File: config.mk
export PLATFORM = sky130hd
export DESIGN_NAME = wb_trace_buffer
export DESIGN_NICKNAME = d
export VERILOG_FILES = /design/src/rtl/wb_trace_pkg.sv /design/src/rtl/wb_trace_mem.sv /design/src/rtl/wb_trace_buffer.sv
export SDC_FILE = /design/constraint.sdc
export NUM_CORES = 1
export LEC_CHECK = 0
export ABC_AREA = 1
export CORE_MARGIN = 10
export CORE_UTILIZATION = 52
export DETAILED_ROUTE_END_ITERATION = 16
export HOLD_SLACK_MARGIN = 0.06
export PLACE_DENSITY = 0.72
export SLEW_MARGIN = 25
export SYNTH_ARGS = -nofsm -noshare
export SYNTH_HDL_FRONTEND = slang
export SYNTH_SLANG_ARGS = --single-unit
export TNS_END_PERCENT = 30
File: constraint.sdc
create_clock -name clk -period 4.2 [get_ports clk]
set_clock_uncertainty 0.1 [all_clocks]
set_input_delay 0.84 -clock clk [delete_from_list [all_inputs] [get_ports clk]]
set_output_delay 0.84 -clock clk [all_outputs]
set_load 0.02 [all_outputs]
File: src/rtl/wb_trace_pkg.sv
// Shared types and constants for the writeback trace buffer.
// No logic; no latency.
// No flow control; consumers pick their own backpressure.
package wb_trace_pkg;

    localparam int DATA_W        = 32;
    localparam int OVF_W_DEFAULT = 16;

    typedef logic [DATA_W-1:0] word_t;

endpackage

File: src/rtl/wb_trace_mem.sv
// Trace entry storage: DEPTH words, one synchronous write port, one asynchronous read port.
// Write lands on the clock edge; the read port is combinational from raddr.
// No backpressure; the owner guarantees it never writes a live entry.
module wb_trace_mem
    import wb_trace_pkg::*;
#(
    parameter int DEPTH = 8,
    parameter int AW    = $clog2(DEPTH)
) (
    input  logic          clk,
    input  logic          we,
    input  logic [AW-1:0] waddr,
    input  word_t         wdata,
    input  logic [AW-1:0] raddr,
    output word_t         rdata
);

    // Left unreset on purpose: contents are don't-care until written.
    word_t mem_q [DEPTH];

    always_ff @(posedge clk) begin
        if (we) begin
            mem_q[waddr] <= wdata;
        end
    end

    assign rdata = mem_q[raddr];

endmodule

File: src/rtl/wb_trace_buffer.sv
// First-word-fall-through trace FIFO for core writeback beats; optional dedup under WB_TRACE_DEDUP_EN.
// Pushed beat appears on rd_valid/rd_data one cycle after the push edge; no empty bypass.
// Producer cannot be stalled: beats arriving when full with no pop are dropped and counted in ovf_cnt.
module wb_trace_buffer
    import wb_trace_pkg::*;
#(
    parameter int DEPTH = 8,
    parameter int OVF_W = OVF_W_DEFAULT
) (
    input  logic                     clk,
    input  logic                     reset,
    input  logic                     wb_valid,
    input  logic [DATA_W-1:0]        WB_Data,
    input  logic                     rd_ready,
    output logic                     rd_valid,
    output logic [DATA_W-1:0]        rd_data,
    output logic [$clog2(DEPTH):0]   count,
    output logic                     full,
    output logic                     empty,
    output logic [OVF_W-1:0]         ovf_cnt
);

    localparam int AW = $clog2(DEPTH);
    localparam int CW = AW + 1;
    localparam logic [CW-1:0]    DEPTH_C = CW'(DEPTH);
    localparam logic [OVF_W-1:0] OVF_MAX = '1;

    logic [AW-1:0]    wr_ptr_q;
    logic [AW-1:0]    rd_ptr_q;
    logic [CW-1:0]    count_q;
    logic [OVF_W-1:0] ovf_q;

    logic  beat_vld;
    logic  push;
    logic  pop;
    logic  drop;
    word_t head_dat;

    assign full     = (count_q == DEPTH_C);
    assign empty    = (count_q == '0);
    assign rd_valid = !empty;
    assign rd_data  = head_dat;
    assign count    = count_q;
    assign ovf_cnt  = ovf_q;

    assign pop  = rd_valid && rd_ready;
    // A pop in the same cycle frees the slot, so a full FIFO can still accept.
    assign push = beat_vld && (!full || pop);
    assign drop = beat_vld && full && !pop;

`ifdef WB_TRACE_DEDUP_EN
    word_t last_q;
    logic  last_vld_q;
    logic  dup;

    assign dup      = last_vld_q && (WB_Data == last_q);
    assign beat_vld = wb_valid && !dup;

    // Only accepted beats update the reference; dropped beats leave it alone.
    always_ff @(posedge clk) begin
        if (reset) begin
            last_vld_q <= 1'b0;
        end else if (push) begin
            last_vld_q <= 1'b1;
            last_q     <= WB_Data;
        end
    end
`else
    assign beat_vld = wb_valid;
`endif

    always_ff @(posedge clk) begin
        if (reset) begin
            wr_ptr_q <= '0;
            rd_ptr_q <= '0;
            count_q  <= '0;
            ovf_q    <= '0;
        end else begin
            // Pointers are AW bits wide, so power-of-two DEPTH wraps for free.
            if (push) begin
                wr_ptr_q <= wr_ptr_q + AW'(1);
            end
            if (pop) begin
                rd_ptr_q <= rd_ptr_q + AW'(1);
            end
            case ({push, pop})
                2'b10:   count_q <= count_q + CW'(1);
                2'b01:   count_q <= count_q - CW'(1);
                default: count_q <= count_q;
            endcase
            if (drop && (ovf_q != OVF_MAX)) begin
                ovf_q <= ovf_q + OVF_W'(1);
            end
        end
    end

    wb_trace_mem #(
        .DEPTH (DEPTH),
        .AW    (AW)
    ) u_mem (
        .clk   (clk),
        .we    (push && !reset),
        .waddr (wr_ptr_q),
        .wdata (WB_Data),
        .raddr (rd_ptr_q),
        .rdata (head_dat)
    );

endmodule

# Yosys cells after proc, flatten, opt, wreduce, memory -nomap -nowiden

Memory sizes are Yosys's and may differ from the RTL's. A register that Yosys moved wholly into a read port is not among the register bits.
Cells that the tools add are included.

Add/subtract/negate cells: 5
Multiply operators: 0
Divide/modulo/power cells: 0
$lt $le $gt $ge: 0
Equality and inequality tests: 4
Shift operators: 0
Multiplexer cells: 5
Bitwise gates (word level): 0
Reductions and logical operators: 13

Operators by type and width:

| operator                | count |
|---|---|
| $add A16 B1 Y16 const B | 1 |
| $ne A16 B16 Y1 const B  | 1 |
| $pmux W4 S2             | 1 |
| $add A3 B1 Y3 const B   | 2 |
| $logic_and A1 B1 Y1     | 6 |
| $mux W3                 | 2 |
| $add A4 B1 Y4 const B   | 1 |
| $eq A4 B4 Y1 const B    | 1 |
| $logic_not A1 Y1        | 4 |
| $logic_not A4 Y1        | 1 |
| $sub A4 B1 Y4 const B   | 1 |
| $eq A2 B1 Y1 const B    | 1 |
| $eq A2 B2 Y1 const B    | 1 |
| $mux W1                 | 2 |
| $reduce_bool A2 Y1      | 1 |
| $logic_or A1 B1 Y1      | 1 |

Register bits: 26
Latch bits: 0
RAM bits: 256
Bits in read-only memories: 0
Word-level logic and storage cells: 32
Memories kept: 1

Memory list:

| name        | words | width | rd ports | clocked after Yosys merged registers in | write ports | RTL line           | RTL |
|---|---|---|---|---|---|---|---|
| u_mem.mem_q | 8     | 32    | 1        | 1                                       | 1           | wb_trace_mem.sv:19 | `word_t mem_q [DEPTH];` |

# Longest topological paths before layout

Gate-level depths: netlist of the first run.

Depth in word-level cells: 8
Gate-level depth with buffers: 12
Mapped depth without buffers: 12

# By module

From an unflattened synthesis of the first run, not the netlist that was laid out.

Cells, all modules: 1355
Area total of the unflattened synthesis: 12788.5 sq um

Modules (own cells, without submodules):

| module          | times used | cells each | area each (sq um) | sequential area each (sq um) |
|---|---|---|---|---|
| wb_trace_mem    | 1          | 1124       | 11232.0           | 7687.4 |
| wb_trace_buffer | 1          | 231        | 1556.5            | 520.5 |

# Worst setup path before layout of the first run

No wires, ideal clock.

Kind: register -> register
Start point: register count_q[0] (netlist: count[0])
End point: memory u_mem.mem_q[6][0] in the netlist's numbering (enable)
Setup time: 461 ps
Data arrival time: 3532 ps
Setup slack: 107 ps
Stages on the path, launching flop included: 9
Path buffers: 0
Period minus slack after synthesis: 4093 ps
Cells stage by stage: dfxtp_1 -> nor2_2 -> nand3_1 -> clkinv_1 -> nand2_1 -> nand2_2 -> nor2_1 -> inv_1 -> nor3_1

Elaborated cells between the ends (all ways): 10
Classes of those cells: eq/ne (1); mux (2); reduce/logical (7)

RTL lines:

| element                       | RTL line               | RTL |
|---|---|---|
| from (decl)                   | wb_trace_buffer.sv:30  | `logic [CW-1:0] count_q;` |
| from (signal assigned)        | wb_trace_buffer.sv:87  | `2'b10: count_q <= count_q + CW'(1);` |
| from (signal assigned)        | wb_trace_buffer.sv:88  | `2'b01: count_q <= count_q - CW'(1);` |
| from (signal assigned)        | wb_trace_buffer.sv:89  | `default: count_q <= count_q;` |
| $eq A4 B4 Y1                  | wb_trace_buffer.sv:39  | `assign full = (count_q == DEPTH_C);` |
| net full                      | wb_trace_buffer.sv:18  | `output logic full,` |
| $logic_not A1 Y1              | wb_trace_buffer.sv:48  | `assign push = beat_vld && (!full \|\| pop);` |
| $logic_or A1 B1 Y1            | wb_trace_buffer.sv:48  |  |
| $logic_and A1 B1 Y1           | wb_trace_buffer.sv:48  |  |
| $logic_and A1 B1 Y1           | wb_trace_buffer.sv:102 | `.we (push && !reset),` |
| $mux W1                       | wb_trace_mem.sv:22     | `if (we) begin` |
| $mux W1 (not written as such) | wb_trace_mem.sv:23     | `mem_q[waddr] <= wdata;` |
| to (decl)                     | wb_trace_mem.sv:19     |  |

The timed path passes the listed nets, and every way through them passes these cells.

==> results by stage, run 1 <==
Status:
- The run finished with clean final reports.

Final layout:
- The filler cell count in the final layout is 1629.
- Compared with the post-synthesis result, the final layout area differs by 19.9%.
- For this run, the post-layout net count is 1093.
- The ratio of cells with drive above 1 in the final layout is 9.86%.
- The number of cells in the finished layout apart from fillers is 1356.

Clocking:
- Clock tree synthesis found a total of 285 sinks.
- TritonCTS built the clock tree.
- In this run the number of H-tree levels came out at 1.
- The post-cts hold buffer count is 0.
- Gates resized during post-CTS repair numbered 0.
- The number of buffers added for setup after CTS is 0.
- The number of buffers created by CTS is 29.
- After clock tree synthesis, the clock-pin slew on the worst setup and hold paths is 0.06 ns.
- For the worst-skew pair, the clock arrives at the later sink with an insertion delay of 0.53 ns.
- The library cell used as clock root buffer is clkbuf_16.
- The number of buffers between clock root and the deepest sink is 3.

Critical path:
- The critical path is of the flop to primary output type.
- At the worst endpoint, the required time is 3.26 ns.
- In this design, the stage delay of the slowest critical-path cell is 0.68 ns.
- For the worst setup path, the data arrival time is 2.96 ns.
- Walking the worst path, the cells encountered are buf_4 > o21ai_0 > o22ai_1 > nor2_1 > a31oi_1 > clkdlybuf4s50_1.
- The largest fanout of any net on the critical path is 64.
- The number of buffers and inverters on the critical path is 2.
- The register-to-register path setup slack is 1.66 ns.
- The startpoint of the worst-slack reg-to-reg timing path is count[0]$_SDFFE_PP0P_.
- The worst setup path is launched from a flop.
- The category of the worst setup path capture point is a primary output.
- The gate family responsible for the most delay along the worst path is buffers and inverters.
- The largest individual stage delay along the critical path comes from the cell clkdlybuf4s50_1.

Worst hold path:
- In this run the most critical hold path is launched from rd_ptr_q[2]$_SDFFE_PP0N_.
- The min-delay analysis places its worst path in the category flop to flop.

Timing:
- Hold is met by 0.375 ns.
- The ratio of final minimum period to clock period is 92.8%.
- Setup repair after global routing left no endpoint under its margin.
- The final total negative setup slack is 0 ns.
- The transition at the pin with the smallest max-transition slack is 0.751 ns.
- Setup violations remaining at the end of the flow were counted as 0.
- The final critical-path required period is 3.90 ns.
- The number of failing hold endpoints at the final stage is 0.
- Measured against its own limit, the worst slew margin works out to 50.0%.
- The max-slew violation total from the final report is 0.
- The maximum operating frequency is 257 MHz.

Pwr:
- The part of the total power dissipated in combinational logic is 22.8%.
- The clock network burns 33.6% of the power.
- The maximum VDD drop is 0.000332 V.
- The internal power is 5.35 mW.
- The areal power density over the cells is 544 nW/um2.
- For this design the static power due to leakage is 4.59 nW.
- Of the total power, the share spent switching nets is 28.5%.
- Sequential cells account for 43.6% of the total power.
- The net switching power figure is 2.14 mW.

Logic synthesis:
- The synthesized instance count is 961.
- A synthesized cell averages 11.9 um2.
- Counting flops and latches in the post-synthesis netlist gives 285.
- The mapped cell area is 11500 um2.
- The number of nets in the synthesized netlist is 1001.
- The number of unique standard cell types used by synthesis is 33.
- Of the synthesized area, sequential elements account for 72.1%.
- The Yosys step of the flow raised 0 warnings.

Placement:
- The detailed placement HPWL is 14.3 mm.
- At the end of routability-driven placement, the weighted congestion stood at 0.786.
- During placement, the flow inserted port buffers numbering 90.
- The number of cells in the design after placement is 1302.

Global routing:
- Global routing finished with a remaining overflow of 0.
- The first global-routing pass estimated 40.0 mm of wire.
- The initial antenna violation count is 1.
- The via count of the first global-routing pass was 7499.
- The routing layer with the top usage in global route is met2.
- Global routing used 17.2% of the available tracks across all layers.
- The global-route met3 utilization is 3.13%.
- Global routing consumed, on the met2 layer, 29.1% of the routing resources.
- The global routing met1 resource utilization is 22.0%.
- The pin count of the biggest net entering global routing is 129.

Floorplanning:
- The die covers 28400 um2.
- After floorplanning, the core was divided into 54 placement rows.
- The chip width is 169 um.
- The number of primary I/O pins is 91.
- The core region is 21800 um2.
- The vertical extent of the die is 169 um.
- The effective utilization at floorplan is 52.7%.

Routing:
- The detail-routed via count per cell is 5.54.
- The via count of the routed design is 7511.
- Once detail routing completed, the nets flagged for antenna violations numbered 0.
- For this run, design rule violations remaining after detail routing come to 0.
- The first detailed-routing pass took 5 iterations.
- The detailed router's first-iteration violation count is 671.
- Wires add up to 25.0 mm.
- The routed length per placed instance is 18.4 um.

Flow run:
- The number of max-cap violations is 0.
tightest hold or removal path: cells and delay by family, from the launching register on:
kind	cells	cell delay (ns)
DFF	1	0.31
buffers and inverters	1	0.06
AOI/OAI and AO/OA	1	0.07
flip-flops by register name, indices dropped and copies added (netlist names), named ones only:
name         flops
rd_ptr_q         3
count            4
ovf_cnt         16
u_mem.mem_q    256
wr_ptr_q         3
cell usage after synthesis (all sizes together):
library cell / n / share of area (%)
a21oi: 23 / 1.4
xor2: 5 / 0.38
nand2: 66 / 2.4
a31oi: 33 / 1.9
o22ai: 32 / 1.7
clkinv: 2 / 0.065
nand3b: 1 / 0.17
clkbuf: 34 / 1.1
and2: 1 / 0.055
o211ai: 1 / 0.065
buf: 17 / 0.82
nand4: 3 / 0.16
dfxtp: 29 / 5.1
ha: 4 / 0.44
xnor2: 4 / 0.31
nor3: 11 / 0.58
o21ai: 137 / 6.0
inv: 34 / 1.1
nand3: 20 / 0.98
nor2: 248 / 8.2
edfxtp: 256 / 67
power groups by stage:
stage	Sequential, mW	Combinational [mW]	Clock (mW)
floorplan	3.29	1.05	0
global placement	3.32	1.70	0
detailed placement	3.32	1.72	0
CTS	3.26	1.73	2.56
global route	3.27	1.88	2.67
finish	3.26	1.71	2.51
metal layers:
layer | vias to the layer above | wire length [um]
met5 | - | 0
met2 | 204 | 12500
met1 | 3654 | 10500
li1 | 3621 | -
met4 | 0 | 422
met3 | 32 | 1560
cells in the final DEF, fill, tap and decap left out, types with 7 or more instances in the layout:
cell type,instances
a21oi_1,10
o22ai_1,32
nand2_1,57
a21oi_2,13
nor2_1,242
clkinv_1,9
clkdlybuf4s50_1,90
o21ai_0,134
a31oi_1,32
inv_1,29
dfxtp_1,27
nand3_1,19
edfxtp_1,256
buf_12,7
clkbuf_16,29
buf_4,15
nand2_2,8
worst paths after layout:
path	to	depth (start not counted)
min reg2reg	flop	2
max	rd_data[6]	6
max reg2reg	u_mem.mem_q[3][15]$_DFFE_PP_	9
min	flop	2
logic make-up after synthesis:
family,share of synthesized area [%]
AO/OA/AOI/OAI,11.1
XOR/XNOR,0.687
adder cells (fa/ha/maj),0.436
buffers and inverters,3.11
flip-flops,72.1
AND/OR/NAND/NOR,12.6
cell type report:
| class | count | area [um2] | share of cell area, % |
|---|---|---|---|
| Antenna cell | 1 | 2.50 | 0.0182 |
| Clock buffer | 34 | 744 | 5.41 |
| Clock inverter | 19 | 195 | 1.42 |
| Inverter | 36 | 136 | 0.992 |
| Multi-Input combinational cell | 589 | 2900 | 21.1 |
| Sequential cell | 285 | 8270 | 60.2 |
| Tap cell | 280 | 350 | 2.55 |
| Timing Repair Buffer | 112 | 1150 | 8.39 |
per-stage QoR:
step           cell area (um2)  util, %  total power, mW  setup WS [ns]
5_1_grt                  13800     63.2             7.82          0.163
3_3_place_gp             12800     58.9             5.02          0.863
4_1_cts                  13800     63.2             7.55          0.281
6_report                 13800     63.2             7.48          0.304
2_1_floorplan            11500        -             4.34          0.107
3_5_place_dp             12800     58.9             5.04          0.849
(Power assumes the default switching activity.)
==> run 2, diff against run 1 <==
CORE_MARGIN = default   (was 10)
PLACE_DENSITY = 0.74   (was 0.72)
==> run 2 against run 1 <==
Net effect:
- largest power group unchanged
- worst setup slack better by 0.093 ns
- sequential cell count unchanged
- worst hold slack gained 0.00054 ns
- sequential power is essentially flat
- cell count shrank 0.22%
- global-route usage up 4.7 points
- combinational power about the same
- design area down 0.49%
==> results by stage, run 2 (synthesized netlist as in run 1, its figures left out) <==
Status:
- The flow ran to the end, and the final reports show no timing, DRC or antenna violations.

Routing:
- The remaining design rule violation count is 0 (unchanged).
- The highest metal layer with signal wires is met4.
- The met3 routed wirelength is 1.04 mm (-33%).
- The detail-routed via count per cell is 5.53 (-0.14%).
- The count of nets left with antenna violations after detail routing is 0 (unchanged).
- The via count of the routed design came to 7484 (-0.36%).
- The detailed-routed wire length on met2 was 11.8 mm (-5.7%).
- The number of iterations in the first detailed-routing pass is 5 (unchanged).
- The routed metal-1 wire length came to 10.9 mm (+4.1%).
- The routed length per placed instance is 17.9 um (-2.6%).
- The overall routed net length is 24.2 mm (-2.8%).
- The detailed router's first-iteration violation count is 653 (-2.7%).

Timing:
- Setup repair after global routing left no endpoint under its margin.
- The number of failing hold endpoints at the final stage came to 0 (unchanged).
- The final critical-path required period was 3.80 ns (-0.0932 ns).
- The max-slew violation total from the final report is 0 (unchanged).
- The final total negative setup slack was 0 ns (unchanged).
- The final setup violation count is 0 (unchanged).
- The transition at the pin with the smallest max-transition slack was 0.845 ns (+0.0946 ns).
- The ratio of final minimum period to clock period is 90.5% (-2.2 points).
- The hold slack came to 0.376 ns (+0.000540 ns).
- The worst-case headroom to the max-slew limit came to 43.6% (-6.4 points).
- The maximum operating frequency is 263 MHz (+2.5%).

Floorplanning:
- The chip width is 151 um (-11%).
- The vertical extent of the die is 151 um (-11%).
- The total core area is 21400 um2 (-1.9%).
- The effective utilization at floorplan is 53.7% (+0.99 points).
- The number of primary I/O pins is 91 (unchanged).
- The row count is 53 (-1.9%).
- The total die area was 22700 um2 (-20%).

Global routing:
- The global-route wire length before repair is 38.0 mm (-4.9%).
- The initial antenna violation count is 0 (-1).
- The pin count of the biggest net entering global routing came to 129 (unchanged).
- The overall overflow remaining after global route is 0 (unchanged).
- The overall global routing resource usage is 21.9% (+4.7 points).
- The via count of the first global-routing pass was 7201 (-4.0%).

Placement:
- The detailed placement HPWL is 13.6 mm (-4.6%).
- The routability-driven placement congestion ratio came to 0.849 (+8.1%).
- The number of cells in the design after placement is 1300 (-0.15%).
- The number of I/O port buffers was 90 (unchanged).

Clocking:
- The worst-skew pair later-pin latency was 0.55 ns (+0.02 ns).
- Clock tree synthesis selected as its root buffer the cell clkbuf_16.
- The clock tree from TritonCTS is yes.
- The number of buffers created by CTS is 29 (unchanged).
- The count of instances resized after the clock tree is built is 0 (unchanged).
- The number of buffers between clock root and the deepest sink is 3 (unchanged).
- The maximum level of the CTS H-tree came to 1 (unchanged).
- The post-cts hold buffer count is 0 (unchanged).
- The clock input transition at the sequential cells of the worst setup and hold paths is 0.06 ns (about the same).
- The number of buffers added for setup after CTS is 0 (unchanged).
- The CTS sink count is 285 (unchanged).

Final layout:
- The number of nets in the layout was 1096 (+0.27%).
- The filler cell count in the final layout was 1586 (-2.6%).
- The number of antenna diodes is 0 (-1).
- The most common cell after layout, fill and taps aside is edfxtp_1.
- The number of flip-flops under the largest register name is 256 (unchanged).
- The ratio of cells with drive above 1 in the final layout came to 10.4% (+0.53 points).
- The number of cells in the finished layout apart from fillers is 1353 (-0.22%).
- The register area is 8270 um2 (unchanged).
- The top cell types in the final layout, fill and taps aside, are edfxtp_1, nor2_1, o21ai_0, clkdlybuf4s50_1, nand2_1.
- More flip-flops sit in one register than any other, and that register is u_mem.mem_q.
- The combined area of the multi-input logic cells came to 2900 um2 (unchanged).
- Relative to the synthesized area, the layout overhead comes to 19.3%.

Critical path:
- The type of element launching the critical path is a flop.
- The register-to-register path setup slack came to 1.64 ns (-0.02 ns).
- The largest fanout of any net on the critical path is 35 (-45%).
- The critical path required time is 3.26 ns (about the same).
- STA classifies the critical path endpoint as a primary output.
- The class of the most critical setup path is flop to primary output.
- The arrival time of data at the critical path endpoint is 2.86 ns (-0.10 ns).

Pwr:
- The maximum VDD drop is 0.000426 V (+28%).
- The static power due to leakage was 4.59 nW (about the same).
- The areal power density over the cells was 540 nW/um2 (-0.73%).

Worst hold path:
- The min-delay analysis places its worst path in the category flop to flop.

Flow run:
- The number of max-cap violations is 0 (unchanged).
run 2: changes by cell type in the layout (fill, tap and decap cells not counted), moves of 2 or more:
cell and change:
clkbuf_1 -2, buf_4 +6, bufinv_16 -2, clkinvlp_4 -2, buf_12 -3, clkinv_2 +4
run 2: per-stage QoR:
stage                     setup slack, ns  utilization, %  area [um2]  power (mW)
after floorplan                     0.107               -       11500        4.34
after global placement              0.921            59.9       12800        5.00
after detailed placement            0.875            59.9       12800        5.03
after CTS                           0.381            64.1       13700        7.44
after global routing                0.265            64.1       13700        7.72
final                               0.397            64.1       13700        7.39
run 2: path summary, 6_finish.rpt:
| check | startpoint | to | cells past startpoint |
|---|---|---|---|
| hold reg to reg | rd_ptr_q[2]$_SDFFE_PP0N_ | rd_ptr_q[2]$_SDFFE_PP0N_ | 2 |
| setup / recovery | flop | rd_data[0] | 7 |
| hold / removal | rd_ptr_q[2]$_SDFFE_PP0N_ | rd_ptr_q[2]$_SDFFE_PP0N_ | 2 |
| setup reg to reg | count[0]$_SDFFE_PP0P_ | u_mem.mem_q[3][25]$_DFFE_PP_ | 9 |
run 2: layer usage:
| layer | up-vias | GRT usage (%) |
|---|---|---|
| li1 | 3623 | - |
| met4 | 0 | 5.51 |
| met2 | 184 | 36.5 |
| met3 | 45 | 3.03 |
| met5 | - | 0 |
| met1 | 3632 | 30.3 |
run 2: area by class of cell:
type | instances | share of cell area (%)
Clock buffer | 32 | 5.38
Inverter | 36 | 0.997
Clock inverter | 21 | 1.16
Timing Repair Buffer | 115 | 8.32
Tap cell | 275 | 2.51
Sequential cell | 285 | 60.4
Multi-Input combinational cell | 589 | 21.2
run 2: power breakdown:
| part | leakage [nW] | internal [mW] | switching [mW] |
|---|---|---|---|
| sequential | 2.55 | 3.18 | 0.0485 |
| combinational | 1.61 | 0.667 | 1.07 |
| clock | 0.437 | 1.38 | 1.04 |
| total | 4.59 | 5.23 | 2.16 |
run 2: worst max-delay path, cell delays in order (launching register included):
cell	delay (ns)
dfxtp_4	0.35
clkinv_2	0.34
buf_4	0.33
nor2_1	0.07
o22ai_1	0.19
nor2_1	0.07
a31oi_1	0.28
clkdlybuf4s50_1	0.66
==> run 3, diff against run 2 <==
CAP_MARGIN = 5   (was default)
PLACE_DENSITY = 0.79   (was 0.74)
==> run 3 against run 2 <==
Net effect:
- register-to-register slack lost 0.17 ns
- critical endpoint is now rd_data[31]
- global-route usage grew 0.12 points
- total power grew 0.11%
- cell count shrank 0.37%
- critical path depth shrank 1
- clock power is essentially flat
- first-iteration DRC count shrank 16%
- sequential power is essentially flat
- worst setup slack lost 0.25 ns
- routed wire length grew 1.0%
- via count grew 1.3%
- highest routed layer unchanged
==> results by stage, run 3 (synthesized netlist as in run 1, its figures left out) <==
Status:
- The run finished with clean final reports.

Final layout:
- The register area was 8270 um2 (unchanged).
- The register with the most flip-flops in the final layout is u_mem.mem_q.
- The number of nets in the layout came to 1094 (-0.18%).
- The filler cell count in the final layout is 1613 (+1.7%).
- The number of cells in the finished layout apart from fillers is 1348 (-0.37%).
- The number of antenna diodes is 0 (unchanged).
- The ratio of cells with drive above 1 in the final layout was 9.60% (-0.79 points).
- The library cells used most frequently in the layout, excluding fill and tap cells, are edfxtp_1, nor2_1, o21ai_0, clkdlybuf4s50_1, nand2_1.
- The signed area change from the synthesized netlist to the final layout was 19.3% (about the same).
- The number of flip-flops under the largest register name is 256 (unchanged).
- The combined area of the multi-input logic cells is 2900 um2 (unchanged).
- The most common cell after layout, fill and taps aside is edfxtp_1.

Floorplanning:
- The total die area is 22700 um2 (unchanged).
- The total core area was 21400 um2 (unchanged).
- The number of primary I/O pins is 91 (unchanged).
- The chip width is 151 um (unchanged).
- The vertical extent of the die is 151 um (unchanged).
- The row count is 53 (unchanged).
- The effective utilization at floorplan was 53.7% (unchanged).

Routing:
- The remaining design rule violation count is 0 (unchanged).
- The count of nets left with antenna violations after detail routing is 0 (unchanged).
- The number of iterations in the first detailed-routing pass is 5 (unchanged).
- The detailed router's first-iteration violation count is 547 (-16%).
- The routed length per placed instance is 18.2 um (+1.4%).
- The detail-routed via count per cell is 5.62 (+1.7%).
- The overall routed net length is 24.5 mm (+1.0%).
- The via count of the routed design came to 7581 (+1.3%).

Clocking:
- The worst-skew pair later-pin latency is 0.53 ns (-0.02 ns).
- The tree is rooted in a clkbuf_16.
- The count of instances resized after the clock tree is built was 0 (unchanged).
- The number of buffers created by CTS is 29 (unchanged).
- The CTS sink count was 285 (unchanged).
- The clock input transition at the sequential cells of the worst setup and hold paths is 0.06 ns (about the same).
- The number of buffers between clock root and the deepest sink is 3 (unchanged).
- The maximum level of the CTS H-tree is 1 (unchanged).
- The number of buffers added for setup after CTS came to 0 (unchanged).
- TritonCTS built the clock tree.
- The post-cts hold buffer count came to 0 (unchanged).

Critical path:
- The critical-path cell with the highest stage delay is dfxtp_2.
- The critical path required time is 3.26 ns (about the same).
- The arrival time of data at the critical path endpoint is 3.11 ns (+0.25 ns).
- The signal on the critical path passes through buf_4 > o21ai_0 > o22ai_1 > nor2_1 > a31oi_1 > clkdlybuf4s50_1.
- The worst setup path is launched from a flop.
- The largest stage delay on the critical path is 0.89 ns (+0.23 ns).
- The class of the most critical setup path is flop to primary output.
- The category of the worst setup path capture point is a primary output.
- The largest fanout of any net on the critical path came to 41 (+17%).

Timing:
- The final setup violation count is 0 (unchanged).
- The transition at the pin with the smallest max-transition slack was 0.855 ns (+0.0100 ns).
- The final critical-path required period is 4.05 ns (+0.248 ns).
- The worst-case headroom to the max-slew limit is 43.0% (-0.59 points).
- Setup repair after global routing left no endpoint under its margin.
- The max-slew violation total from the final report was 0 (unchanged).
- The final total negative setup slack is 0 ns (unchanged).
- The number of failing hold endpoints at the final stage is 0 (unchanged).
- The maximum operating frequency is 247 MHz (-6.1%).
- The ratio of final minimum period to clock period is 96.4% (+5.9 points).

Pwr:
- The static power due to leakage came to 4.59 nW (-0.15%).
- The areal power density over the cells is 540 nW/um2 (about the same).
- The maximum VDD drop is 0.000371 V (-13%).

Flow run:
- The number of max-cap violations is 0 (unchanged).

Global routing:
- The global-route met3 utilization is 3.00% (-0.030 points).
- The overall global routing resource usage is 22.0% (+0.12 points).
- The global-route wire length before repair is 38.4 mm (+1.1%).
- The pin count of the biggest net entering global routing is 129 (unchanged).
- The global routing met1 resource utilization came to 29.4% (-0.85 points).
- The initial antenna violation count is 0 (unchanged).
- The routing layer with the top usage in global route is met2.
- The overall overflow remaining after global route is 0 (unchanged).
- The met2 routing resource usage after global routing is 37.1% (+0.55 points).
- The via count of the first global-routing pass is 7435 (+3.2%).

Worst hold path:
- The kind of path behind the tightest hold check is flop to flop.

Placement:
- The number of I/O port buffers is 90 (unchanged).
- The detailed placement HPWL was 14.1 mm (+3.7%).
- The routability-driven placement congestion ratio came to 0.882 (+3.9%).
- The number of cells in the design after placement is 1298 (-0.15%).
run 3: cell types whose count changed in the layout (fill, tap and decap cells not counted):
cell / delta
bufinv_16: +1
clkbuf_1: +1
clkinv_4: -1
clkinvlp_4: -2
buf_4: -4
clkinv_1: +3
buf_12: +2
clkinvlp_2: -1
clkinv_2: -4
run 3: per-layer routing:
| metal | share of wire [%] | vias to the layer above |
|---|---|---|
| li1 | - | 3613 |
| met1 | 43 | 3660 |
| met2 | 49 | 263 |
| met3 | 5.7 | 45 |
| met4 | 2.1 | 0 |
| met5 | 0 | - |
run 3: power by group:
part	internal [mW]	leakage, nW	switching, mW	total (mW)
Clock	1.43	0.436	0.998	2.43
Sequential	3.18	2.55	0.0828	3.26
Combinational	0.659	1.60	1.05	1.71
Total	5.27	4.59	2.13	7.40
run 3: worst paths after layout:
| check | to | startpoint | cells past startpoint | slack, ns |
|---|---|---|---|---|
| worst max-delay path | rd_data[31] | flop | 6 | 0.15 |
| worst min-delay path | rd_ptr_q[2]$_SDFFE_PP0N_ | rd_ptr_q[2]$_SDFFE_PP0N_ | 2 | 0.38 |
| worst max register to register | u_mem.mem_q[3][21]$_DFFE_PP_ | count[0]$_SDFFE_PP0P_ | 9 | 1.47 |
| worst min register to register | rd_ptr_q[2]$_SDFFE_PP0N_ | rd_ptr_q[2]$_SDFFE_PP0N_ | 2 | 0.38 |
run 3: per-stage QoR:
stage | power, mW | util (%) | setup slack, ns | hold slack [ns] | instance area [um2]
3_3_place_gp | 4.98 | 59.9 | 0.831 | 0.348 | 12800
3_5_place_dp | 5.03 | 59.9 | 0.732 | 0.368 | 12800
6_report | 7.40 | 64.1 | 0.150 | 0.377 | 13700
4_1_cts | 7.45 | 64.1 | 0.149 | 0.381 | 13700
2_1_floorplan | 4.34 | - | 0.107 | 0.333 | 11500
5_1_grt | 7.72 | 64.1 | 0.0200 | 0.410 | 13700
run 3: layout make-up:
type,count,area share (%)
clock buffer,33,5.41
inverter,36,0.996
sequential,285,60.4
clock inverter,17,1.11
multi-input combinational,589,21.2
tap,275,2.51
timing repair buffer,113,8.39
run 3: worst max-delay path: cells and delay by family (launching register included):
family,cells,cell delay (ns)
buf+inv,2,1.00
flops,1,0.89
simple gates,1,0.08
compound gates,3,0.59
